## src/rtl/controle_movimento.sv

```systemverilog
// rtl/controle_movimento.sv - frame-rate motion controller for the VGA test square
// Holds the square position, bounces it off the screen edges once per frame, and takes run/pause/step/center commands.
module controle_movimento #(
  parameter int H_RES = 640,
  parameter int V_RES = 480,
  parameter int SIZE  = 200,
  parameter int SPEED = 2
) (
  input  logic       clock,
  input  logic       reset,
  input  logic       frame_tick,
  input  logic       cmd_valid,
  input  logic [1:0] cmd,
  output logic       cmd_ready,
  output logic [9:0] sq_x,
  output logic [9:0] sq_y,
  output logic       rodando,
  output logic [7:0] quiques,
  output logic       atualizado
);

  localparam logic [1:0] PARADO   = 2'd0;
  localparam logic [1:0] RODANDO  = 2'd1;
  localparam logic [1:0] ATUALIZA = 2'd2;

  localparam logic [1:0] CMD_PARAR  = 2'd0;
  localparam logic [1:0] CMD_RODAR  = 2'd1;
  localparam logic [1:0] CMD_PASSO  = 2'd2;
  localparam logic [1:0] CMD_CENTRO = 2'd3;

  localparam logic [10:0] LIM_X  = 11'(H_RES - SIZE);
  localparam logic [10:0] LIM_Y  = 11'(V_RES - SIZE);
  localparam logic [10:0] STEP   = 11'(SPEED);
  localparam logic [9:0]  CENT_X = 10'((H_RES - SIZE) / 2);
  localparam logic [9:0]  CENT_Y = 10'((V_RES - SIZE) / 2);

  logic [1:0]  state;
  logic [1:0]  ret_state;
  logic        step_pend;
  logic        dx_neg;
  logic        dy_neg;
  logic        cmd_accept;
  logic [11:0] nx;
  logic [11:0] ny;
  logic [7:0]  bounces;

  // Result packs {bounce, new direction (1 = negative), new position}.
  function automatic logic [11:0] axis_next(input logic [9:0] p, input logic neg, input logic [10:0] lim);
    logic [10:0] wide;
    logic [10:0] sum;
    logic [10:0] dif;
    wide = {1'b0, p};
    sum  = wide + STEP;
    dif  = wide - STEP;
    if (!neg) begin
      if (sum >= lim) axis_next = {1'b1, 1'b1, lim[9:0]};
      else            axis_next = {1'b0, 1'b0, sum[9:0]};
    end else begin
      if (wide <= STEP) axis_next = {1'b1, 1'b0, 10'd0};
      else              axis_next = {1'b0, 1'b1, dif[9:0]};
    end
  endfunction

  always_comb begin
    nx      = axis_next(sq_x, dx_neg, LIM_X);
    ny      = axis_next(sq_y, dy_neg, LIM_Y);
    bounces = {7'd0, nx[11]} + {7'd0, ny[11]};
  end

  // A tick in the same cycle as a command takes priority; the command simply waits.
  assign cmd_ready  = (state != ATUALIZA) && !frame_tick;
  assign cmd_accept = cmd_valid && cmd_ready;
  assign rodando    = (state == RODANDO) || (state == ATUALIZA && ret_state == RODANDO);

  always_ff @(posedge clock or posedge reset) begin
    if (reset) begin
      state      <= PARADO;
      ret_state  <= PARADO;
      step_pend  <= 1'b0;
      dx_neg     <= 1'b0;
      dy_neg     <= 1'b0;
      sq_x       <= CENT_X;
      sq_y       <= CENT_Y;
      quiques    <= 8'd0;
      atualizado <= 1'b0;
    end else begin
      atualizado <= 1'b0;
      if (state == ATUALIZA) begin
        sq_x       <= nx[9:0];
        dx_neg     <= nx[10];
        sq_y       <= ny[9:0];
        dy_neg     <= ny[10];
        quiques    <= quiques + bounces;
        state      <= ret_state;
        atualizado <= 1'b1;
      end else if (frame_tick) begin
        if (state == RODANDO) begin
          state     <= ATUALIZA;
          ret_state <= RODANDO;
        end else if (step_pend) begin
          state     <= ATUALIZA;
          ret_state <= PARADO;
          step_pend <= 1'b0;
        end
      end else if (cmd_accept) begin
        case (cmd)
          CMD_PARAR: begin
            state     <= PARADO;
            ret_state <= PARADO;
            step_pend <= 1'b0;
          end
          CMD_RODAR: state <= RODANDO;
          CMD_PASSO: if (state == PARADO) step_pend <= 1'b1;
          CMD_CENTRO: begin
            sq_x <= CENT_X;
            sq_y <= CENT_Y;
          end
          default: ;
        endcase
      end
    end
  end

endmodule

```

## config.mk

```make
export PLATFORM = sky130hd
export DESIGN_NAME = controle_movimento
export DESIGN_NICKNAME = d
export VERILOG_FILES = /design/src/rtl/controle_movimento.sv
export SDC_FILE = /design/constraint.sdc
export NUM_CORES = 1
export LEC_CHECK = 0
export BUFFER_PORTS_ARGS = -buffer_cell sky130_fd_sc_hd__buf_2
export CAP_MARGIN = 30
export CORE_MARGIN = 1
export CORE_UTILIZATION = 52
export DETAILED_ROUTE_END_ITERATION = 7
export GPL_TIMING_DRIVEN = 0
export PLACE_DENSITY = 0.77
export SLEW_MARGIN = 30
export SYNTH_ARGS = -nofsm -noshare
export SYNTH_HDL_FRONTEND = slang
export SYNTH_SLANG_ARGS = --single-unit
```

## constraint.sdc

```tcl
create_clock -name clock -period 3.1 [get_ports clock]
set_input_delay 0.155 -clock clock [delete_from_list [all_inputs] [get_ports clock]]
set_output_delay 0.155 -clock clock [all_outputs]
set_load 0.005 [all_outputs]
```

==> flow_summary.yaml <==
grt:
  grt_max_degree: 34
  grt_pass1_vias: 2266
  globalRouteTotalUtil_pct: 26.3
  gr-total-overflow: 0
  antenna_found_initial: 0
  grt_pass1_wl_mm: 10.6
final_layout:
  fillers: 399
  diodes: 0
  nNetsFinal: 383
  multi_input_area_um2: 1620
  instances_no_fill: 434
  regArea_um2: 837
  final_cell_area_um2: 3080
  drive_gt1_share_pct: 24.5
  area_growth_pct: 21.0
power:
  ir_worst_vdd_uv: 535
  leakagePower_nw: 1.39
  powerDensity_nw_per_um2: 1040
  finalPower_w: 0.00321
sta:
  hold_viol: 0
  finClkSkew_ns: 0.00641
  worst_pin_slew_ns: 0.691
  period_needed_ns: 2.95
  timing.final.crit_share_pct: 95.2
  fmax_mhz: 339
  slew_headroom_pct: 53.9
  slew_violations: 0
  setup_violations: 0
  fin_tns_setup_ns: 0
logic_synthesis:
  syn-instance-count: 315
  syn_avg_cell_area_um2: 8.09
  ys.flop_type: "dfrtp_1"
  synth-edff-count: 0
  synth_top_family_by_area: "simple AND/OR/NAND/NOR gates"
  synth-compound-area-share_pct: 23.5
  synthTopCellsByArea: "dfrtp_1 (25%), dfstp_2 (8.2%), nand2_1 (5.0%), ha_1 (4.9%), nor2_1 (4.4%)"
  netlist_area_um2: 2550
  synthXorXnorAreaFrac_pct: 6.53
  yosys.area_share.adder_pct: 5.69
  yosysSeqAreaShare_pct: 32.8
  synth_seq_cells: 33
  yosys_warnings: 0
  yosys.area.top_type: "dfrtp_1"
  yosys.area_share.simple_pct: 24.0
  post-synth-top-area-fraction_pct: 24.5
  synthMuxAreaShare_pct: 0.442
  synth_cell_type_count: 67
  async_flop_share_pct: 100
run_status:
  outcome: "finished with violations"
  violations: "design-rule violations"
critical_path:
  worstPathCellList: "ha_4 -> nand4_1 -> nor3_1 -> a21boi_4 -> a211oi_4 -> nand2_2 -> nand2_1 -> fa_1 -> inv_1 -> and4_1 -> and3_1 -> nand3_1 -> xnor2_1"
  worstSetupPathType: "reg2reg"
  ff2ff_setup_slack_ns: 0.15
  cpPeakStageDelay_ns: 0.60
  cp.required_ns: 3.32
  arrival_ns: 3.17
  crit_slowest_cell: "dfstp_2"
  critPathLaunchType: "flip-flop"
  critical_path.endpoint: "quiques[7]"
  setup.worst_path.start: "sq_x[2]"
  crit_path_end_kind: "flip-flop"
  r2r-end: "quiques[7]"
  rr_worst_depth: 13
  r2r-start: "sq_x[2]"
  path_max_fanout: 7
clocking:
  numCtsBuffers: 5
  cts.clk_slew.worst_paths_ns: 0.07
  cts_buffer_depth: 2
  cts_tree: "built"
  ctsRootBufferMaster: "clkbuf_8"
  cts.sinks: 33
  clk_latency_ns: 0.29
  htreeDepth: 2
placement:
  place_inst: 417
  place_area_um2: 2810
  port_buffers: 34
  gp_congestion: 0.870
  hpwlAfterDp_mm: 4.29
route:
  drtIter0Drc: 213
  ant_nets: 0
  routed_wl_mm: 6.42
  via_per_inst: 5.89
  drtPass1Iterations: 7
  post_drt_wl_per_cell_um: 14.8
  drc: 2
  vias: 2556
hold_path:
  hold_path_class: "in2reg"
  min_from: "cmd[0]"
floorplan:
  die_w_um: 72.0
  die_y_um: 72.0
  core_area_um2: 4720
  dieArea_um2: 5190
  start_util_pct: 54.0
  ios: 37
  num_rows: 25
flow_run:
  drv_cap: 0
## cells in the mapped netlist, drive strengths merged (4+ instances only)
master	count
a21oi	16
a31oi	6
and3	4
buf	12
clkbuf	9
dfrtp	25
dfstp	8
ha	10
inv	20
nand2	34
nand3	13
nand4	5
nor2	30
nor3	6
nor4	4
o21ai	23
o22ai	4
o31ai	4
or2	4
or3	7
xnor2	10
xor2	9
## registers in the layout (all words and copies together) (netlist names)
signal,count
dy_neg,1
ret_state,1
sq_y,9
dx_neg,1
sq_x,9
state,2
atualizado,1
step_pend,1
quiques,8
## how the worst min path moves through the flow
stage               slack, ns  depth (start not counted)         end
floorplan                0.28                          1  atualizado
global placement         0.45                          1  quiques[7]
detailed placement       0.31                          2     sq_x[8]
CTS                      0.21                          3   step_pend
global route             0.24                          3   step_pend
finish                   0.21                          3   step_pend
## critical path: cells and delay by family (launching register included)
family                     cells  cell delay [ns]
buffers and inverters          1             0.05
and+or+nand+nor                7             1.27
DFF                            1             0.60
adders and majority gates      2             0.37
xor gates and xnor gates       1             0.11
AOI/OAI and AO/OA              2             0.47
## cells in the final DEF, fill, tap and decap left out, types with 5 or more instances in the layout
cell type,count
dfrtp_1,24
buf_4,11
nor3_1,6
or3_1,5
ha_1,8
nand4_1,5
nand2_1,33
nand3_1,13
dfstp_2,8
buf_2,40
inv_1,19
a31oi_1,6
o21ai_0,18
nor2_1,30
xor2_1,9
a21oi_1,15
xnor2_1,10
clkbuf_8,6
clkbuf_1,8
## per-layer routing
metal	global-route usage [%]	vias up	part of all wire (%)
met3	4.86	18	5.8
met1	34.4	1211	43
met4	11.3	0	2.6
met5	0	-	0
li1	-	1220	-
met2	43.0	107	48
## through the flow
| step | utilization [%] | setup WS [ns] | hold slack, ns |
|---|---|---|---|
| floorplan | - | 0.0749 | 0.278 |
| global placement | 59.4 | -0.334 | 0.455 |
| detailed placement | 59.4 | -0.343 | 0.314 |
| CTS | 63.0 | 0.0249 | 0.206 |
| global route | 65.3 | -0.00568 | 0.235 |
| finish | 65.3 | 0.150 | 0.213 |
## repair_timing
action,4_1_cts,5_1_grt
endpoints found under the hold margin,5,0
pin swaps,1,5
hold buffers,1,0
setup buffers,1,7
endpoints found under the setup margin,7,5
resized for setup,6,16
## cell type report
class / instances / area share, %
multi-input cells: 242 / 52.6
flip-flops and latches: 33 / 27.1
repair buffers: 43 / 7.79
plain buffers: 21 / 3.57
clock buffers: 7 / 2.80
well taps: 67 / 2.72
inverters: 20 / 2.43
clock inverters: 1 / 0.974
## logic make-up (layout without fill, tap and decap cells)
family                   after synthesis  in the layout
AND/OR/NAND/NOR                      121            121
AO/OA/AOI/OAI                         88             88
buffers and inverters                 41             92
flip-flops                            33             33
XOR/XNOR                              19             19
adder cells (fa/ha/maj)               11             11
other                                  1              2
multiplexers                           1              1
## power by group
part           switching (W)  internal (W)
combinational        0.00112      0.000819
clock               0.000168      0.000262
sequential          0.000199      0.000640
total                0.00149       0.00172
Note: power is estimated with default switching activity, not from simulation.
